File: config.mk
export PLATFORM = sky130hd
export DESIGN_NAME = vx_ecc_scrubber
export DESIGN_NICKNAME = d
export VERILOG_FILES = /design/src/rtl/vx_ecc_scrubber_pkg.sv /design/src/rtl/vx_ecc_scrubber_hamming.sv /design/src/rtl/vx_ecc_scrubber.sv
export SDC_FILE = /design/constraint.sdc
export NUM_CORES = 1
export LEC_CHECK = 0
export CAP_MARGIN = 20
export CORE_UTILIZATION = 37
export DETAILED_ROUTE_END_ITERATION = 12
export PLACE_DENSITY = 0.72
export SYNTH_ARGS = -nofsm -noshare
export SYNTH_HDL_FRONTEND = slang
export SYNTH_SLANG_ARGS = --single-unit
File: constraint.sdc
create_clock -name clk -period 5.4 [get_ports clk]
set_input_delay 1.08 -clock clk [delete_from_list [all_inputs] [get_ports clk]]
set_output_delay 1.08 -clock clk [all_outputs]
set_load 0.02 [all_outputs]
File: src/rtl/vx_ecc_scrubber_pkg.sv
// Shared types and helpers for the ECC scrubber.
// Hamming sizing, data-bit placement, saturating increment.
package VX_ecc_pkg;

  typedef enum logic [2:0] {
    ST_IDLE,
    ST_WAIT,
    ST_RD_REQ,
    ST_RD_WAIT,
    ST_CHECK,
    ST_WR_REQ
  } scrub_state_e;

  localparam int SAT_W = 32;

  function automatic int calculate_hamming_bits(
    input int data_bits
  );
    int p;
    p = 0;
    while ((1 << p) < data_bits + p + 1) p++;
    return p;
  endfunction

  // Codeword position (1-based) of data bit idx;
  // powers of two are reserved for parity.
  function automatic int data_pos(input int idx);
    int pos;
    int seen;
    pos  = 0;
    seen = -1;
    while (seen < idx) begin
      pos++;
      if ((pos & (pos - 1)) != 0) seen++;
    end
    return pos;
  endfunction

  function automatic logic [SAT_W-1:0] sat_inc(
    input logic [SAT_W-1:0] v,
    input int               w
  );
    logic [SAT_W-1:0] top;
    top = (w >= SAT_W) ? '1
        : ((SAT_W'(1) << w) - SAT_W'(1));
    return (v == top) ? v : v + SAT_W'(1);
  endfunction

endpackage

File: src/rtl/vx_ecc_scrubber_hamming.sv
// Combinational extended-Hamming SECDED encoder and decoder.
// Bit 0 holds overall parity; bits 1..N are classic positions.
module VX_hamming_enc
  import VX_ecc_pkg::*;
#(
  parameter int DATA_BITS = 128,
  localparam int PB = calculate_hamming_bits(DATA_BITS),
  localparam int N  = DATA_BITS + PB
) (
  input  logic [DATA_BITS-1:0] data_in,
  output logic [N:0]           data_out
);

  logic [N:1]    raw;
  logic [PB-1:0] acc;
  logic [N:0]    code;

  for (genvar j = 0; j < PB; j++) begin : g_par
    assign raw[1 << j] = 1'b0;
  end

  for (genvar i = 0; i < DATA_BITS; i++) begin : g_dat
    assign raw[data_pos(i)] = data_in[i];
  end

  always_comb begin
    acc = '0;
    for (int p = 1; p <= N; p++) begin
      if (raw[p]) acc = acc ^ PB'(p);
    end
    code      = {raw, 1'b0};
    for (int j = 0; j < PB; j++) begin
      code[1 << j] = acc[j];
    end
    code[0] = ^code[N:1];
  end

  assign data_out = code;

endmodule

module VX_hamming_dec
  import VX_ecc_pkg::*;
#(
  parameter int DATA_BITS = 128,
  localparam int PB = calculate_hamming_bits(DATA_BITS),
  localparam int N  = DATA_BITS + PB
) (
  input  logic [N:0]           data_in,
  output logic [DATA_BITS-1:0] data_out,
  output logic                 corrected,
  output logic                 invalid
);

  logic [PB-1:0] syn;
  logic          par;

  always_comb begin
    syn = '0;
    for (int p = 1; p <= N; p++) begin
      if (data_in[p]) syn = syn ^ PB'(p);
    end
    par       = ^data_in;
    corrected = 1'b0;
    invalid   = 1'b0;
    // Odd parity: one flip at syn (0 = parity bit).
    // Even parity with nonzero syndrome: two flips.
    if (par) begin
      if (int'(syn) <= N) corrected = 1'b1;
      else                invalid   = 1'b1;
    end else if (syn != '0) begin
      invalid = 1'b1;
    end
  end

  for (genvar i = 0; i < DATA_BITS; i++) begin : g_out
    localparam int P = data_pos(i);
    assign data_out[i] = data_in[P]
                       ^ (corrected && syn == PB'(P));
  end

endmodule

File: src/rtl/vx_ecc_scrubber.sv
// Background SECDED scrubber for a cache data array.
// Low-priority requester; yields to core writes via snooping.
module vx_ecc_scrubber
  import VX_ecc_pkg::*;
#(
  parameter int DATA_BITS     = 128,
  parameter int NUM_LINES     = 256,
  parameter int INTERVAL_BITS = 16,
  parameter int CNT_BITS      = 16,
  localparam int ENCODED_BITS =
    DATA_BITS + calculate_hamming_bits(DATA_BITS) + 1,
  localparam int AW = $clog2(NUM_LINES)
) (
  input  logic                     clk,
  input  logic                     resetn,
  input  logic                     enable,
  input  logic [INTERVAL_BITS-1:0] interval,
  output logic                     rd_req_valid,
  input  logic                     rd_req_ready,
  output logic [AW-1:0]            rd_req_addr,
  input  logic                     rd_rsp_valid,
  input  logic [ENCODED_BITS-1:0]  rd_rsp_data,
  output logic                     wr_req_valid,
  input  logic                     wr_req_ready,
  output logic [AW-1:0]            wr_req_addr,
  output logic [ENCODED_BITS-1:0]  wr_req_data,
  input  logic                     core_wr_valid,
  input  logic [AW-1:0]            core_wr_addr,
  output logic [CNT_BITS-1:0]      corr_count,
  output logic [CNT_BITS-1:0]      uncorr_count,
  output logic [AW-1:0]            uncorr_addr,
  output logic                     uncorr_irq,
  output logic                     pass_done,
  input  logic                     clr_counts
);

  scrub_state_e state_q, state_d;

  logic [AW-1:0]            addr_q, addr_d;
  logic [INTERVAL_BITS-1:0] gap_q, gap_d;
  logic [ENCODED_BITS-1:0]  rdata_q, rdata_d;
  logic [ENCODED_BITS-1:0]  wdata_q, wdata_d;
  logic                     rd_v_q, rd_v_d;
  logic                     wr_v_q, wr_v_d;
  logic [CNT_BITS-1:0]      corr_q, corr_d;
  logic [CNT_BITS-1:0]      uncorr_q, uncorr_d;
  logic [AW-1:0]            uaddr_q, uaddr_d;
  logic                     irq_q, irq_d;
  logic                     pass_q, pass_d;
  logic                     stale_q, stale_d;

  logic [DATA_BITS-1:0]    dec_data;
  logic                    dec_corr;
  logic                    dec_inv;
  logic [ENCODED_BITS-1:0] enc_data;

  logic hit;
  logic do_next;
  logic corr_inc;
  logic uncorr_inc;

  VX_hamming_dec #(
    .DATA_BITS(DATA_BITS)
  ) u_dec (
    .data_in  (rdata_q),
    .data_out (dec_data),
    .corrected(dec_corr),
    .invalid  (dec_inv)
  );

  VX_hamming_enc #(
    .DATA_BITS(DATA_BITS)
  ) u_enc (
    .data_in (dec_data),
    .data_out(enc_data)
  );

  assign hit = core_wr_valid
            && core_wr_addr == addr_q;

  always_comb begin
    state_d    = state_q;
    addr_d     = addr_q;
    gap_d      = gap_q;
    rdata_d    = rdata_q;
    wdata_d    = wdata_q;
    rd_v_d     = rd_v_q;
    wr_v_d     = wr_v_q;
    corr_d     = corr_q;
    uncorr_d   = uncorr_q;
    uaddr_d    = uaddr_q;
    irq_d      = 1'b0;
    pass_d     = 1'b0;
    stale_d    = stale_q;
    do_next    = 1'b0;
    corr_inc   = 1'b0;
    uncorr_inc = 1'b0;

    if (hit && (state_q == ST_RD_WAIT
             || state_q == ST_CHECK
             || state_q == ST_WR_REQ)) begin
      stale_d = 1'b1;
    end

    unique case (state_q)
      ST_IDLE: begin
        if (enable) begin
          state_d = ST_WAIT;
          gap_d   = interval;
        end
      end
      ST_WAIT: begin
        if (!enable) begin
          state_d = ST_IDLE;
        end else if (gap_q == '0) begin
          state_d = ST_RD_REQ;
          rd_v_d  = 1'b1;
        end else begin
          gap_d = gap_q - INTERVAL_BITS'(1);
        end
      end
      ST_RD_REQ: begin
        if (rd_req_ready) begin
          state_d = ST_RD_WAIT;
          rd_v_d  = 1'b0;
        end
      end
      ST_RD_WAIT: begin
        if (rd_rsp_valid) begin
          state_d = ST_CHECK;
          rdata_d = rd_rsp_data;
        end
      end
      ST_CHECK: begin
        unique case (1'b1)
          dec_inv: begin
            uncorr_inc = 1'b1;
            uaddr_d    = addr_q;
            irq_d      = 1'b1;
            do_next    = 1'b1;
          end
          dec_corr: begin
            corr_inc = 1'b1;
            // A core write owns the line now; our copy is stale.
            if (stale_q || hit) begin
              do_next = 1'b1;
            end else begin
              wdata_d = enc_data;
              wr_v_d  = 1'b1;
              state_d = ST_WR_REQ;
            end
          end
          default: do_next = 1'b1;
        endcase
      end
      ST_WR_REQ: begin
        if (hit || wr_req_ready) begin
          wr_v_d  = 1'b0;
          do_next = 1'b1;
        end
      end
      default: state_d = ST_IDLE;
    endcase

    if (do_next) begin
      addr_d  = addr_q + AW'(1);
      pass_d  = &addr_q;
      gap_d   = interval;
      stale_d = 1'b0;
      state_d = enable ? ST_WAIT : ST_IDLE;
    end

    if (clr_counts) begin
      corr_d   = '0;
      uncorr_d = '0;
    end else begin
      if (corr_inc) begin
        corr_d = CNT_BITS'(
          sat_inc(SAT_W'(corr_q), CNT_BITS));
      end
      if (uncorr_inc) begin
        uncorr_d = CNT_BITS'(
          sat_inc(SAT_W'(uncorr_q), CNT_BITS));
      end
    end
  end

  always_ff @(posedge clk or negedge resetn) begin
    if (!resetn) begin
      state_q  <= ST_IDLE;
      addr_q   <= '0;
      gap_q    <= '0;
      rdata_q  <= '0;
      wdata_q  <= '0;
      rd_v_q   <= 1'b0;
      wr_v_q   <= 1'b0;
      corr_q   <= '0;
      uncorr_q <= '0;
      uaddr_q  <= '0;
      irq_q    <= 1'b0;
      pass_q   <= 1'b0;
      stale_q  <= 1'b0;
    end else begin
      state_q  <= state_d;
      addr_q   <= addr_d;
      gap_q    <= gap_d;
      rdata_q  <= rdata_d;
      wdata_q  <= wdata_d;
      rd_v_q   <= rd_v_d;
      wr_v_q   <= wr_v_d;
      corr_q   <= corr_d;
      uncorr_q <= uncorr_d;
      uaddr_q  <= uaddr_d;
      irq_q    <= irq_d;
      pass_q   <= pass_d;
      stale_q  <= stale_d;
    end
  end

  assign rd_req_valid = rd_v_q;
  assign rd_req_addr  = addr_q;
  assign wr_req_valid = wr_v_q;
  assign wr_req_addr  = addr_q;
  assign wr_req_data  = wdata_q;
  assign corr_count   = corr_q;
  assign uncorr_count = uncorr_q;
  assign uncorr_addr  = uaddr_q;
  assign uncorr_irq   = irq_q;
  assign pass_done    = pass_q;

endmodule

==> impl_metrics.json <==
{
  "peakVddDrop_mv": 0.293,
  "critPathKind": "register to register",
  "seq_area_frac_synth": 0.391,
  "hp-class": "register to register",
  "totalWireLength_um": 92800,
  "stdcell_area_um2": 33900,
  "initial_core_util": 0.375,
  "timing.fmax_mhz": 167,
  "holdBufCountCts": 0,
  "fin_hold_ws_ps": 481,
  "htreeDepth": 2,
  "grt_overflow": 0,
  "cts_buffers": 41,
  "drcViolationCount": 0,
  "async_flop_share": 1.00,
  "rows": 89,
  "final_hold_viol_count": 0,
  "grt_pass1_vias": 20200,
  "grt_usage": 0.304,
  "synth_common_cells": "xnor2_1, dfrtp_1, nand2_1",
  "vias": 19500,
  "worst_slew_pin_slew_ps": 993,
  "drive_above_1_share": 0.349,
  "io_pins": 366,
  "routedWlPerCell_um": 24.1,
  "multi_input_area_um2": 13900,
  "setup_viol": 3,
  "area_growth_syn_to_layout_pct": 53.3,
  "fp.coreArea_um2": 59000,
  "ys_types": 70,
  "fin_nets": 3213,
  "synth_warnings": 0,
  "clock_path_buffers": 3,
  "ys_seq_elements": 346,
  "startpoint": "rdata_q[37]",
  "synthFlopType": "dfrtp_1",
  "synth_edf_count": 0,
  "synth_area_leaders": "dfrtp_1, xnor2_1, mux2_2, xnor3_1, xor2_1",
  "rsz0062_at_grt": "true",
  "cts_tree": "built",
  "finalMaxSlewViolations": 0,
  "cp-end-kind": "register",
  "leakage_uw": 0.0155,
  "violations": "negative setup slack",
  "crit_path_start_kind": "register",
  "ant_nets": 0,
  "antenna_found_initial": 2,
  "synth_top_area_share": 0.391,
  "synth_cells": 2103,
  "timing.final.crit_share": 1.11,
  "grt_start_max_net_pins": 117,
  "powerDensity_nw_per_um2": 239,
  "skew_ps": 28.1,
  "gp_congestion": 1.05,
  "drt_iter0_drc": 1288,
  "cts_sinks": 346,
  "power_uw": 8100,
  "synth_most_common_cell": "xnor2_1",
  "drv_cap": 0,
  "synth_area_per_cell_um2": 10.5,
  "path_clk_slew_ps": 70,
  "endpoint": "wr_req_data[0]",
  "crit_path_max_fanout": 6,
  "critical_path_arrival_ps": 6440,
  "die_w_um": 247,
  "r2r_cells": 22,
  "via_per_inst": 5.06,
  "r2r_slack_ps": -570,
  "die_h_um": 247,
  "hold_start": "wr_req_data[48]",
  "clock-root-buffer": "clkbuf_16",
  "crit_chain": "xnor3_2, xnor2_4, buf_4, buf_4, xnor2_1, buf_4, xnor3_2, and3_1, buf_4, o21ai_1, buf_4, nor3_2, xnor2_2, buf_4, xnor2_1, xnor2_1, buf_4, xnor3_1, xor2_1, xnor3_2, xnor3_1, mux2_2",
  "crit_slowest_cell": "xnor3_2",
  "required_ps": 5870,
  "fin_ws_ps": -573,
  "place_hpwl_um": 74400,
  "netlist_area_um2": 22100,
  "status": "finished, violations left",
  "antenna_cells": 0,
  "first_pass_iters": 4,
  "seqCellArea_um2": 8670,
  "io_buffers": 365,
  "period_minus_slack_ps": 5970,
  "syn_nets": 2276,
  "dieArea_um2": 60800,
  "relSlewSlack": 0.338,
  "synth_top_cell_by_area": "dfrtp_1",
  "regToRegEndpoint": "wr_req_data[0]",
  "cp_common_cell": "buf_4",
  "slowest_delay_ps": 500,
  "fill_cells": 5053,
  "r2r-start": "rdata_q[37]",
  "placed_area_um2": 31400,
  "grt_pass1_wl_um": 133000,
  "dp_slack_ps": -1210,
  "insertion_delay_ps": 580
}
[cell usage in the layout, fill, tap and decap left out, drive strengths merged, types with 6 or more instances in the layout]
cell type and n:
a2111oi 13, a211o 7, a211oi 8, a21oi 64
and2 6, and3 21, buf 663, bufinv 7
clkbuf 56, clkdlybuf4s50 364, clkinv 8, dfrtp 346
inv 10, mux2 164, nand2 221, nand2b 13
nand3 23, nor2 137, nor3 51, nor4 10
o21ai 177, o22ai 7, o31ai 7, or3 11
xnor2 388, xnor3 82, xor2 130, xor3 7
[cell type report]
| type | count | share of cell area |
|---|---|---|
| Inverter | 9 | 0.000995 |
| Clock buffer | 56 | 0.0355 |
| Sequential cell | 346 | 0.255 |
| Multi-Input combinational cell | 1615 | 0.409 |
| Timing Repair Buffer | 1027 | 0.262 |
| Clock inverter | 19 | 0.00851 |
| Tap cell | 773 | 0.0285 |
[flip-flops by register name, indices dropped and copies added, names as in the netlist]
register,flops
corr_count,16
gap_q,16
pass_done,1
rd_req_addr,8
rd_req_valid,1
rdata_q,137
stale_q,1
state_q,3
uncorr_addr,8
uncorr_count,16
uncorr_irq,1
wr_req_data,137
wr_req_valid,1
[report_power, final]
| part | switching [uW] | internal, uW |
|---|---|---|
| sequential | 255 | 2910 |
| combinational | 970 | 895 |
| clock | 1170 | 1900 |
[cells by family (layout without fill, tap and decap cells)]
kind of cell	Yosys count	count (layout)	synth area share
xor+xnor	607	607	0.301
compound gates	316	316	0.0872
simple gates	519	519	0.105
buf+inv	142	1111	0.0284
flops	346	346	0.391
mux	169	169	0.0857
fa+ha+maj	4	4	0.00226
[what timing repair did]
action	in CTS	in global routing
resized for setup	95	40
buffers inserted	29	6
cloned	0	0
pin swaps	41	9
endpoints found under the setup margin	8	8
[critical path, delay by kind of cell (launching register included)]
kind / cells / cell delay, ps
xor gates and xnor gates: 11 / 3410
buffers and inverters: 7 / 1130
DFF: 1 / 400
AOI/OAI and AO/OA: 1 / 340
and+or+nand+nor: 2 / 330
muxes: 1 / 260
[through the flow]
stage | cells | setup TNS (ps) | utilization
3_3_place_gp | 3736 | -5080 | 0.532
6_report | 3845 | -788 | 0.575
4_1_cts | 3838 | -674 | 0.570
3_5_place_dp | 3736 | -5000 | 0.532
2_1_floorplan | 2103 | -28.2 | -
5_1_grt | 3845 | -1670 | 0.575
[routing by layer]
| layer | global-route usage | routed length (um) | vias up |
|---|---|---|---|
| met3 | 0.0479 | 5380 | 155 |
| met2 | 0.503 | 44200 | 656 |
| met4 | 0.126 | 3910 | 4 |
| li1 | - | - | 8973 |
| met1 | 0.395 | 39300 | 9674 |
| met5 | 0 | 26 | - |
[worst min path at each step]
| stage | end | slack (ps) | cells past startpoint |
|---|---|---|---|
| 2_1_floorplan | rdata_q[64] | 480 | 1 |
| 3_3_place_gp | wr_req_data[79] | 460 | 2 |
| 3_5_place_dp | wr_req_data[74] | 470 | 2 |
| 4_1_cts | wr_req_data[74] | 480 | 2 |
| 5_1_grt | wr_req_data[74] | 500 | 2 |
| 6_report | wr_req_data[48] | 480 | 2 |
Power figures use the tool's default switching activity.
